**src/rtl/fetch_stage.sv**
```systemverilog
// Instruction-fetch stage: owns the PC, keeps at most one instruction-memory
// request in flight, and feeds the IF/ID register. A one-entry skid buffer
// absorbs decode stalls. A redirect that arrives while a response is still
// outstanding is held in pend_pc until the stale response has been drained.
module fetch_stage #(
  parameter int              XLEN     = 32,
  parameter logic [XLEN-1:0] RESET_PC = '0
) (
  input  logic            clk,
  input  logic            rst,
  input  logic            stall_i,
  input  logic            redirect_valid_i,
  input  logic [XLEN-1:0] redirect_pc_i,
  output logic            imem_req_o,
  output logic [XLEN-1:0] imem_addr_o,
  input  logic            imem_rvalid_i,
  input  logic [31:0]     imem_rdata_i,
  output logic [31:0]     if_instr_o,
  output logic [XLEN-1:0] if_pc_o,
  output logic            ifid_en_o,
  output logic            ifid_clr_o
);

  // REQ: request in flight for req_addr
  // DROP: stale response still owed by memory; the redirect target waits in pend_pc
  // BUF: response captured in buf_instr while decode was stalled
  typedef enum logic [1:0] {
    S_REQ  = 2'd0,
    S_DROP = 2'd1,
    S_BUF  = 2'd2
  } state_t;

  state_t          state, state_n;
  logic [XLEN-1:0] req_addr, req_addr_n;
  logic [XLEN-1:0] pend_pc, pend_pc_n;
  logic [31:0]     buf_instr, buf_instr_n;
  logic [XLEN-1:0] next_pc;

  // Sequential PC; wraps modulo 2^XLEN.
  assign next_pc     = req_addr + XLEN'(4);
  assign imem_addr_o = req_addr;

  // State and fetch registers; an asynchronous reset abandons any request in flight.
  always_ff @(posedge clk or posedge rst) begin
    if (rst) begin
      state     <= S_REQ;
      req_addr  <= RESET_PC;
      pend_pc   <= '0;
      buf_instr <= '0;
    end else begin
      state     <= state_n;
      req_addr  <= req_addr_n;
      pend_pc   <= pend_pc_n;
      buf_instr <= buf_instr_n;
    end
  end

  // Next-state and IF/ID control. Redirect beats stall everywhere; when nothing
  // is delivered and decode is not stalled, IF/ID is cleared to insert a bubble.
  always_comb begin
    state_n     = state;
    req_addr_n  = req_addr;
    pend_pc_n   = pend_pc;
    buf_instr_n = buf_instr;
    imem_req_o  = 1'b0;
    ifid_en_o   = 1'b0;
    ifid_clr_o  = 1'b0;
    if_instr_o  = '0;
    if_pc_o     = '0;

    if (rst) begin
      ifid_clr_o = 1'b1;
    end else begin
      case (state)
        S_REQ: begin
          imem_req_o = 1'b1;
          if (imem_rvalid_i && redirect_valid_i) begin
            ifid_clr_o = 1'b1;
            req_addr_n = redirect_pc_i;
          end else if (imem_rvalid_i && stall_i) begin
            buf_instr_n = imem_rdata_i;
            state_n     = S_BUF;
          end else if (imem_rvalid_i) begin
            ifid_en_o  = 1'b1;
            if_instr_o = imem_rdata_i;
            if_pc_o    = req_addr;
            req_addr_n = next_pc;
          end else if (redirect_valid_i) begin
            pend_pc_n  = redirect_pc_i;
            ifid_clr_o = 1'b1;
            state_n    = S_DROP;
          end else if (!stall_i) begin
            ifid_clr_o = 1'b1;
          end
        end

        S_DROP: begin
          // Address stays put until memory hands back the response we will discard.
          imem_req_o = 1'b1;
          ifid_clr_o = !stall_i || redirect_valid_i;
          if (imem_rvalid_i) begin
            req_addr_n = redirect_valid_i ? redirect_pc_i : pend_pc;
            state_n    = S_REQ;
          end else if (redirect_valid_i) begin
            pend_pc_n = redirect_pc_i;
          end
        end

        S_BUF: begin
          // req_addr still names the buffered instruction.
          if (redirect_valid_i) begin
            ifid_clr_o = 1'b1;
            req_addr_n = redirect_pc_i;
            state_n    = S_REQ;
          end else if (!stall_i) begin
            ifid_en_o  = 1'b1;
            if_instr_o = buf_instr;
            if_pc_o    = req_addr;
            req_addr_n = next_pc;
            state_n    = S_REQ;
          end
        end

        default: begin
          state_n = S_REQ;
        end
      endcase
    end
  end

endmodule
```
**config.mk**
```make
export PLATFORM = sky130hd
export DESIGN_NAME = fetch_stage
export DESIGN_NICKNAME = d
export VERILOG_FILES = /design/src/rtl/fetch_stage.sv
export SDC_FILE = /design/constraint.sdc
export NUM_CORES = 1
export LEC_CHECK = 0
export BUFFER_PORTS_ARGS = -buffer_cell sky130_fd_sc_hd__buf_2
export CAP_MARGIN = 20
export CORE_MARGIN = 2
export CORE_UTILIZATION = 35
export CTS_BUF_LIST = sky130_fd_sc_hd__clkbuf_2
export CTS_CLUSTER_DIAMETER = 30
export DETAILED_ROUTE_END_ITERATION = 6
export GPL_ROUTABILITY_DRIVEN = 0
export GPL_TIMING_DRIVEN = 0
export SETUP_SLACK_MARGIN = 0.05
export SYNTH_ARGS = -nofsm -noshare
export SYNTH_HDL_FRONTEND = slang
export SYNTH_SLANG_ARGS = --single-unit
```
**constraint.sdc**
```tcl
create_clock -name clk -period 5.6 [get_ports clk]
set_input_delay 1.4 -clock clk [delete_from_list [all_inputs] [get_ports clk]]
set_output_delay 1.4 -clock clk [all_outputs]
set_load 0.01 [all_outputs]
```
* Yosys cells after proc, flatten, opt, wreduce, memory -nomap -nowiden *
Index checks and enable logic that the tools add are counted.

word-level totals
  flip-flop bits (word level) = 98
  word-level logic and storage cells = 79

operators by class
  bitwise operators = 2
  add/subtract/negate cells = 1
  reductions and logical operators = 12
  muxes and demuxes = 50
  eq/ne operators = 10

operators with widths
  operator               count
  $mux 32                22
  $pmux 32 s2            3
  $pmux 32 s3            1
  $add 32x3->32 const B  1
  $ne 3x3->1 const B     5
  $mux 1                 14
  $mux 2                 7
  $reduce_and 6->1       2
  $reduce_and 4->1       2
  $ne 2x2->1 const B     3
  $pmux 2 s3             1
  $pmux 1 s3             1
  $reduce_bool 3->1      1
  $eq 2x1->1 const B     1
  $eq 2x2->1 const B     1
  $logic_and 1x1->1      2
  $logic_not 2->1        1
  $not 1->1              2
  $pmux 1 s2             1
  $reduce_bool 2->1      1
  $reduce_or 2->1        1
  $logic_not 1->1        1
  $logic_or 1x1->1       1

* Depth between registers and ports, before layout *
Gate-level depths: netlist (run 1).

  depth in word-level cells = 7
  depth in mapped cells = 10

* Worst setup path after synthesis (run 1) *
OpenSTA, ideal clock, no wires.

  path kind = input to output
  start point = input rst
  end point = output if_instr_o[10]
  setup slack = -0.206 ns
  required time = 4.200 ns
  stages = 4
  arrival = 4.406 ns
  cells stage by stage = inv_1 > o21ai_1 > clkbuf_1 > nor2_1

on the way
  cells in the longest elaborated chain, start to end = 1

RTL lines
  item                line  text
  start: declaration  10    input logic rst,
  $mux 32             71    if (rst) begin
  end: declaration    18    output logic [31:0] if_instr_o,

No other way between the ends.

* Final worst setup path (run 1) *
  start point = input redirect_valid_i
  end point = output if_instr_o[10]

on the way
  cells in the longest elaborated chain, start to end = 4

RTL lines
  item                line  text
  start: declaration  12    input logic redirect_valid_i,
  $logic_and 1x1->1   77    if (imem_rvalid_i && redirect_valid_i) begin
  $mux 32             77
  $pmux 32 s2 *       74    case (state)
  $mux 32 *           71

Mark *: on every way between the ends. The rest lies on a longest branch, timed or not.

==> key figures, run 1 <==
Drt
  • Via count: 6694
  • # DRC: 0
  • First-pass detailed-route iteration total: 7
  • Initial DRC count: 674
  • Post-Route WL: approximately 23000 um
  • Met3 wire len: roughly 2100 um
  • Met1 WL: between 9000 and 10000 um
  • Routed WL per cell: ~20 um
  • Max Used Layer: met5
  • Vias per cell: between 5 and 6
  • Met2 wire len: approximately 10000 um
  • Post-DRT Antenna Nets: 0

Setup path
  • Critical path data arrival time: between 3 and 4 ns
  • Critical path start-end classification: in -> out
  • Crit path top cell by count: clkbuf_1
  • Crit-path slowest cell: clkbuf_1
  • Worst setup SP type: primary input
  • Crit-path leading delay family: buffers and inverters
  • CP cell instances: buf_2 > clkbuf_1 > nand2b_1 > clkbuf_1 > nor2_1 > clkbuf_1 > a22oi_1 > nor2_1 > buf_2
  • WP data required: between 4 and 5 ns
  • Largest stage delay, worst path: approximately 0.65 ns
  • Buf+Inv Stages, Crit Path: 5
  • CP startpoint: redirect_valid_i
  • Setup crit end kind: output port
  • Reg2reg start: state[0]
  • Max FO, Critical Path: 10

Logic synthesis
  • Dominant cells by area after synthesis: dfrtp_1 37%, mux2_2 10%, a22oi_1 4.7%, nor2_1 3.6%, o21ai_0 3.4%
  • Post-synthesis instance total: 740
  • Net count after synthesis: 814
  • Yosys top cell area share: approximately 37%
  • Netlist cell types: 77
  • Post-synthesis sequential area ratio: a little under two fifths
  • Syn Std Cell Area: around 0.0067 sq mm
  • Syn Area/Cell: 9.02 sq um
  • EDFF count, synth: 0
  • Ys flop type: dfrtp_1
  • Yosys reg bits: 98
  • Yosys top cell by area: dfrtp_1
  • Synth warn: 0
  • Async SR Flop Fraction: between 90% and 100%

Final layout
  • Multi-input gate area: ~0.0038 sq mm
  • Register area: between 0.002 and 0.0025 sq mm
  • Layout cell share with drive strength beyond 1: between 30% and 40%
  • Nets@finish: ~1000
  • # fillers: roughly 1900
  • Commonest cells after routing, fill and taps aside: 174 x buf_2, 98 x dfrtp_1, 64 x nor2_1
  • Area Growth Syn to Fin: 19.7%
  • Commonest non-fill, non-tap cell in the layout: buf_2
  • Layout Cells excl Fill: 1160

Global route
  • Vias in the first global route: between 6000 and 7000
  • Grt ovf: 0
  • Largest net degree at the start of global routing: 37
  • First-pass GRT wire length: 35900 um
  • Global-route total usage across every layer: between 20 and 25%
  • Initial antenna violation count: 4

Timing
  • Slew Limit Fails: 0
  • Clock skew: between 0.05 and 0.06 ns
  • RSZ-0062 raised after global routing: no
  • Slew HR: a little over two fifths
  • Setup TNS: 0 ns
  • Min Tclk post-route: roughly 5.1 ns
  • Hold Vio Cnt, Final: 0
  • # setup viols final: 0
  • Max Freq: just under 200 MHz
  • Slew @ Worst Pin: 0.840 ns
  • Crit share post-route: approximately nine tenths

Power
  • Combinational share of power: approximately 52%
  • Sw frac: between 40% and 50%
  • Pint: approximately 2.0 mW
  • P_leak: roughly 3.4 nW
  • Net Switching: around 1.7 mW
  • Power density over the cells: between 400 and 500 mW/mm^2
  • Clock power frac: between 10% and 20%
  • Sequential share of power: a little under two fifths
  • Final Power: 3.71 mW
  • Worst VDD drop: around 0.18 mV

Clocking
  • Htree depth: 3
  • CTS Root Cell: clkbuf_2
  • CTS tree: yes
  • CTS clk-pin slew, worst paths: about 0.27 ns
  • CTS max path bufs: 2
  • Post-cts sizing count: 0
  • Number of buffers created by CTS: 9
  • Post-CTS Hold Fix Bufs: 0
  • Clk Latency, worst-skew pair: ~0.66 ns
  • # clock sinks: slightly below 100
  • Number of setup buffers added after CTS: 0

Job
  • MaxCap Viol Count: 0

Hold path
  • Min-delay src: buf_instr[0]
  • Min-delay worst type: reg -> reg

Die
  • Die Y: approximately 140 um
  • FP Rows: 50
  • Starting Density: a little over a third
  • Core area: 0.0187 sq mm
  • Boundary Pins: 168
  • Die ar.: slightly above 0.02 sq mm
  • DIE WIDTH: ~140 um

Place
  • Dpl cells: 1143
  • # port buffers: about 170
  • Dpl hpwl: roughly 17000 um

Run status
  • Status: finished clean
cells in the mapped netlist, types with 12 or more instances:
master and number:
a221oi_1 18, and2_1 34, nor2_1 64, clkbuf_1 46, o31ai_1 13, nand3_1 19, dfrtp_1 98, nand2_1 53
o21ai_0 45, a22oi_1 42, a21oi_1 27, inv_1 12, nor3_1 21, nor4_1 12, mux2_2 59
final timing paths:
| path | end | slack [ns] | depth (start not counted) |
|---|---|---|---|
| min in group asynchronous | buf_instr[23] | 0.89 | 2 |
| worst max register to register | imem_addr_o[1] | 2.51 | 8 |
| worst min-delay path | buf_instr[0] | 0.53 | 1 |
| max in group asynchronous | pend_pc[22] | 4.06 | 3 |
| worst max-delay path | if_instr_o[10] | 0.53 | 9 |
| worst min register to register | buf_instr[0] | 0.53 | 1 |
registers in the layout (all words and copies together), names as in the netlist:
signal,cells
buf_instr,32
imem_addr_o,32
pend_pc,32
state,2
power groups by stage:
stage / Sequential (mW) / Combinational [mW] / Clock, mW
2_1_floorplan: 1.34 / 1.28 / 0
3_3_place_gp: 1.37 / 1.90 / 0
3_5_place_dp: 1.38 / 1.91 / 0
4_1_cts: 1.36 / 1.92 / 0.423
5_1_grt: 1.42 / 2.12 / 0.445
6_report: 1.36 / 1.94 / 0.409
final cells by class:
type,count,share of cell area (%)
Antenna cell,2,0.0627
Tap cell,234,3.67
Multi-Input combinational cell,560,47.9
Inverter,13,0.658
Buffer,69,4.37
Clock inverter,5,0.987
Sequential cell,98,30.7
Timing Repair Buffer,169,11.0
Clock buffer,10,0.627
kinds of logic (layout without fill, tap and decap cells):
| logic type | after synthesis | after routing | share of synthesized area [%] |
|---|---|---|---|
| other | 0 | 2 | 0 |
| DFF | 98 | 98 | 36.8 |
| and+or+nand+nor | 260 | 260 | 20.7 |
| muxes | 67 | 67 | 11.3 |
| xor gates and xnor gates | 9 | 9 | 1.18 |
| AOI/OAI and AO/OA | 219 | 219 | 23.2 |
| buffers and inverters | 82 | 266 | 5.96 |
| adders and majority gates | 5 | 5 | 0.938 |
worst reg2reg max path: cells and delay by family (launching register included):
kind / cells / cell delay, ns
flip-flops: 1 / 0.51
AO/OA/AOI/OAI: 1 / 0.22
adder cells (fa/ha/maj): 1 / 0.29
multiplexers: 1 / 0.29
buffers and inverters: 5 / 1.73
metrics by stage:
stage | worst slack [ns] | instance area (sq um) | utilization [%] | hold slack (ns)
final | 0.532 | 7990 | 42.7 | 0.529
after global routing | 0.258 | 7980 | 42.7 | 0.545
after CTS | 0.465 | 7980 | 42.7 | 0.532
after detailed placement | 0.460 | 7850 | 42.0 | 0.476
after global placement | -1.15 | 7800 | 41.7 | 0.469
after floorplan | 0.467 | 6680 | - | 0.459
layer usage:
layer | up-vias | track usage [%]
li1 | 3128 | -
met1 | 3161 | 30.4
met2 | 348 | 36.0
met3 | 53 | 5.35
met4 | 4 | 9.68
met5 | - | 0
Note: power is estimated with default switching activity, not from simulation.
==> run 2: changes to the inputs <==
CORE_UTILIZATION = 50   (was 35)
PLACE_DENSITY = 0.79   (was default)
==> run 2 against run 1 <==
Clock skew decreased by 0.014 ns. Critical path depth stayed put. Fmax is 1.8% higher. Combinational power about the same. Non-clock buffer count did not move. Wire length down 8.1%.
==> key figures, run 2 (same netlist as run 1, synthesis figures left out) <==
Run status
  • Status: finished clean

Drt
  • Routed WL per cell: between 15 and 20 um
  • Vias per cell: ~6.1
  • Post-DRT Antenna Nets: 0
  • Post-Route WL: 21100 um
  • Via count: about 6800
  • First-pass detailed-route iteration total: 6
  • # DRC: 0
  • Initial DRC count: 610

Clocking
  • # clock sinks: about 100
  • Clk Latency, worst-skew pair: about 0.67 ns
  • Post-CTS Hold Fix Bufs: 0
  • Number of setup buffers added after CTS: 0
  • Post-cts sizing count: 0
  • Htree depth: 3
  • CTS Root Cell: clkbuf_2
  • CTS tree: yes
  • Number of buffers created by CTS: 9
  • CTS clk-pin slew, worst paths: between 0.2 and 0.3 ns
  • CTS max path bufs: 2

Final layout
  • Nets@finish: around 990
  • Area Growth Syn to Fin: 18.1%
  • Commonest non-fill, non-tap cell in the layout: buf_2
  • Fin util: approximately 60%
  • Layout cell share with drive strength beyond 1: between 30 and 40%
  • Commonest cells after routing, fill and taps aside: 174 x buf_2, 98 x dfrtp_1, 64 x nor2_1

Global route
  • Gr busiest metal: met2
  • M3 GR Usage: between 7 and 8%
  • Global-route total usage across every layer: between 20 and 30%
  • Vias in the first global route: 6342
  • Met2 Use GR: between 40 and 50%
  • Initial antenna violation count: 1
  • Met1 usage: 38.3%
  • Grt ovf: 0
  • First-pass GRT wire length: between 30000 and 40000 um
  • Largest net degree at the start of global routing: 38

Timing
  • Max Freq: between 200 and 250 MHz
  • Slew @ Worst Pin: about 0.84 ns
  • # setup viols final: 0
  • Hold Vio Cnt, Final: 0
  • RSZ-0062 raised after global routing: no
  • Final setup margin: 0.620 ns
  • Min Tclk post-route: approximately 5.0 ns
  • Clock skew: between 0.04 and 0.05 ns
  • Slew HR: approximately 44%
  • Setup TNS: 0 ns
  • Crit share post-route: between 80% and 90%
  • Slew Limit Fails: 0

Power
  • Worst VDD drop: 0.243 mV
  • P_leak: ~3.4 nW
  • Power density over the cells: 460 mW/mm^2

Setup path
  • WP data required: roughly 4.2 ns
  • Max FO, Critical Path: 10
  • Buf+Inv Stages, Crit Path: 5
  • CP cell instances: buf_2 > clkbuf_1 > nand2b_1 > clkbuf_1 > nor2_1 > clkbuf_1 > a22oi_1 > nor2_1 > buf_2
  • Crit-path leading delay family: buffers and inverters
  • Critical path data arrival time: ~3.6 ns
  • Critical path start-end classification: in -> out
  • Crit-path slowest cell: clkbuf_1
  • Setup crit end kind: output port
  • Worst setup SP type: primary input
  • Largest stage delay, worst path: approximately 0.60 ns
  • Crit path top cell by count: clkbuf_1

Die
  • Starting Density: between 50% and 60%
  • DIE WIDTH: roughly 120 um
  • FP Rows: 42
  • Boundary Pins: 168
  • Die Y: approximately 120 um
  • Core area: 0.0131 sq mm
  • Die ar.: around 0.014 sq mm

Hold path
  • Min-delay worst type: reg -> reg

Place
  • Dpl hpwl: about 15000 um
  • Dpl ws: about 0.6 ns
  • # port buffers: about 170

Job
  • MaxCap Viol Count: 0
-- run 2: cell count changes in the layout (fill, tap and decap cells not counted), sizes merged --
cell / before / now
inv: 13 / 16
bufinv: 2 / 0
diode: 2 / 1
-- run 2: final timing paths --
path	end	cells after the start	slack (ns)	from
setup / recovery	if_instr_o[21]	9	0.62	redirect_valid_i
hold / removal	buf_instr[12]	1	0.54	buf_instr[12]
setup reg to reg	imem_addr_o[1]	8	2.54	state[0]
hold reg to reg	buf_instr[12]	1	0.54	buf_instr[12]
max in group asynchronous	imem_addr_o[20]	3	4.03	rst
min in group asynchronous	buf_instr[1]	2	0.89	rst
-- run 2: worst register-to-register path, cell delays in order, from the launching register on --
cell	delay (ns)
dfrtp_1	0.49
inv_1	0.09
ha_1	0.29
clkbuf_1	0.23
inv_1	0.28
clkbuf_1	0.58
clkbuf_1	0.52
o21ai_0	0.21
mux2_2	0.29
-- run 2: power breakdown --
| group | switching [mW] | internal (mW) | leakage (nW) | total [mW] |
|---|---|---|---|---|
| clock | 0.275 | 0.0680 | 0.0677 | 0.343 |
| combinational | 1.11 | 0.810 | 2.17 | 1.92 |
| sequential | 0.307 | 1.05 | 1.19 | 1.36 |
| total | 1.70 | 1.93 | 3.43 | 3.62 |
-- run 2: final cells by class --
cell class                      instances  area, sq um
Antenna cell                            1         2.50
Clock inverter                          6         48.8
Buffer                                 69          349
Timing Repair Buffer                  169          878
Inverter                               13         52.6
Fill cell                            1223         5260
Multi-Input combinational cell        560         3830
Clock buffer                           10         50.0
Sequential cell                        98         2450
Tap cell                              176          220
-- run 2: per-stage QoR --
stage / power [mW] / instance area [sq um] / hold slack, ns / instances
final: 3.62 / 7880 / 0.538 / 1102
after detailed placement: 3.24 / 7780 / 0.479 / 1085
after floorplan: 2.62 / 6680 / 0.459 / 740
after global routing: 3.87 / 7880 / 0.560 / 1102
after global placement: 3.20 / 7730 / 0.469 / 1082
after CTS: 3.58 / 7880 / 0.544 / 1101
-- run 2: per-layer routing --
metal / part of all wire (%) / vias up / wire length, um
li1: - / 3125 / -
met1: 40 / 3213 / 8490
met2: 46 / 363 / 9710
met3: 10 / 70 / 2190
met4: 3.4 / 0 / 723
met5: 0 / - / 0
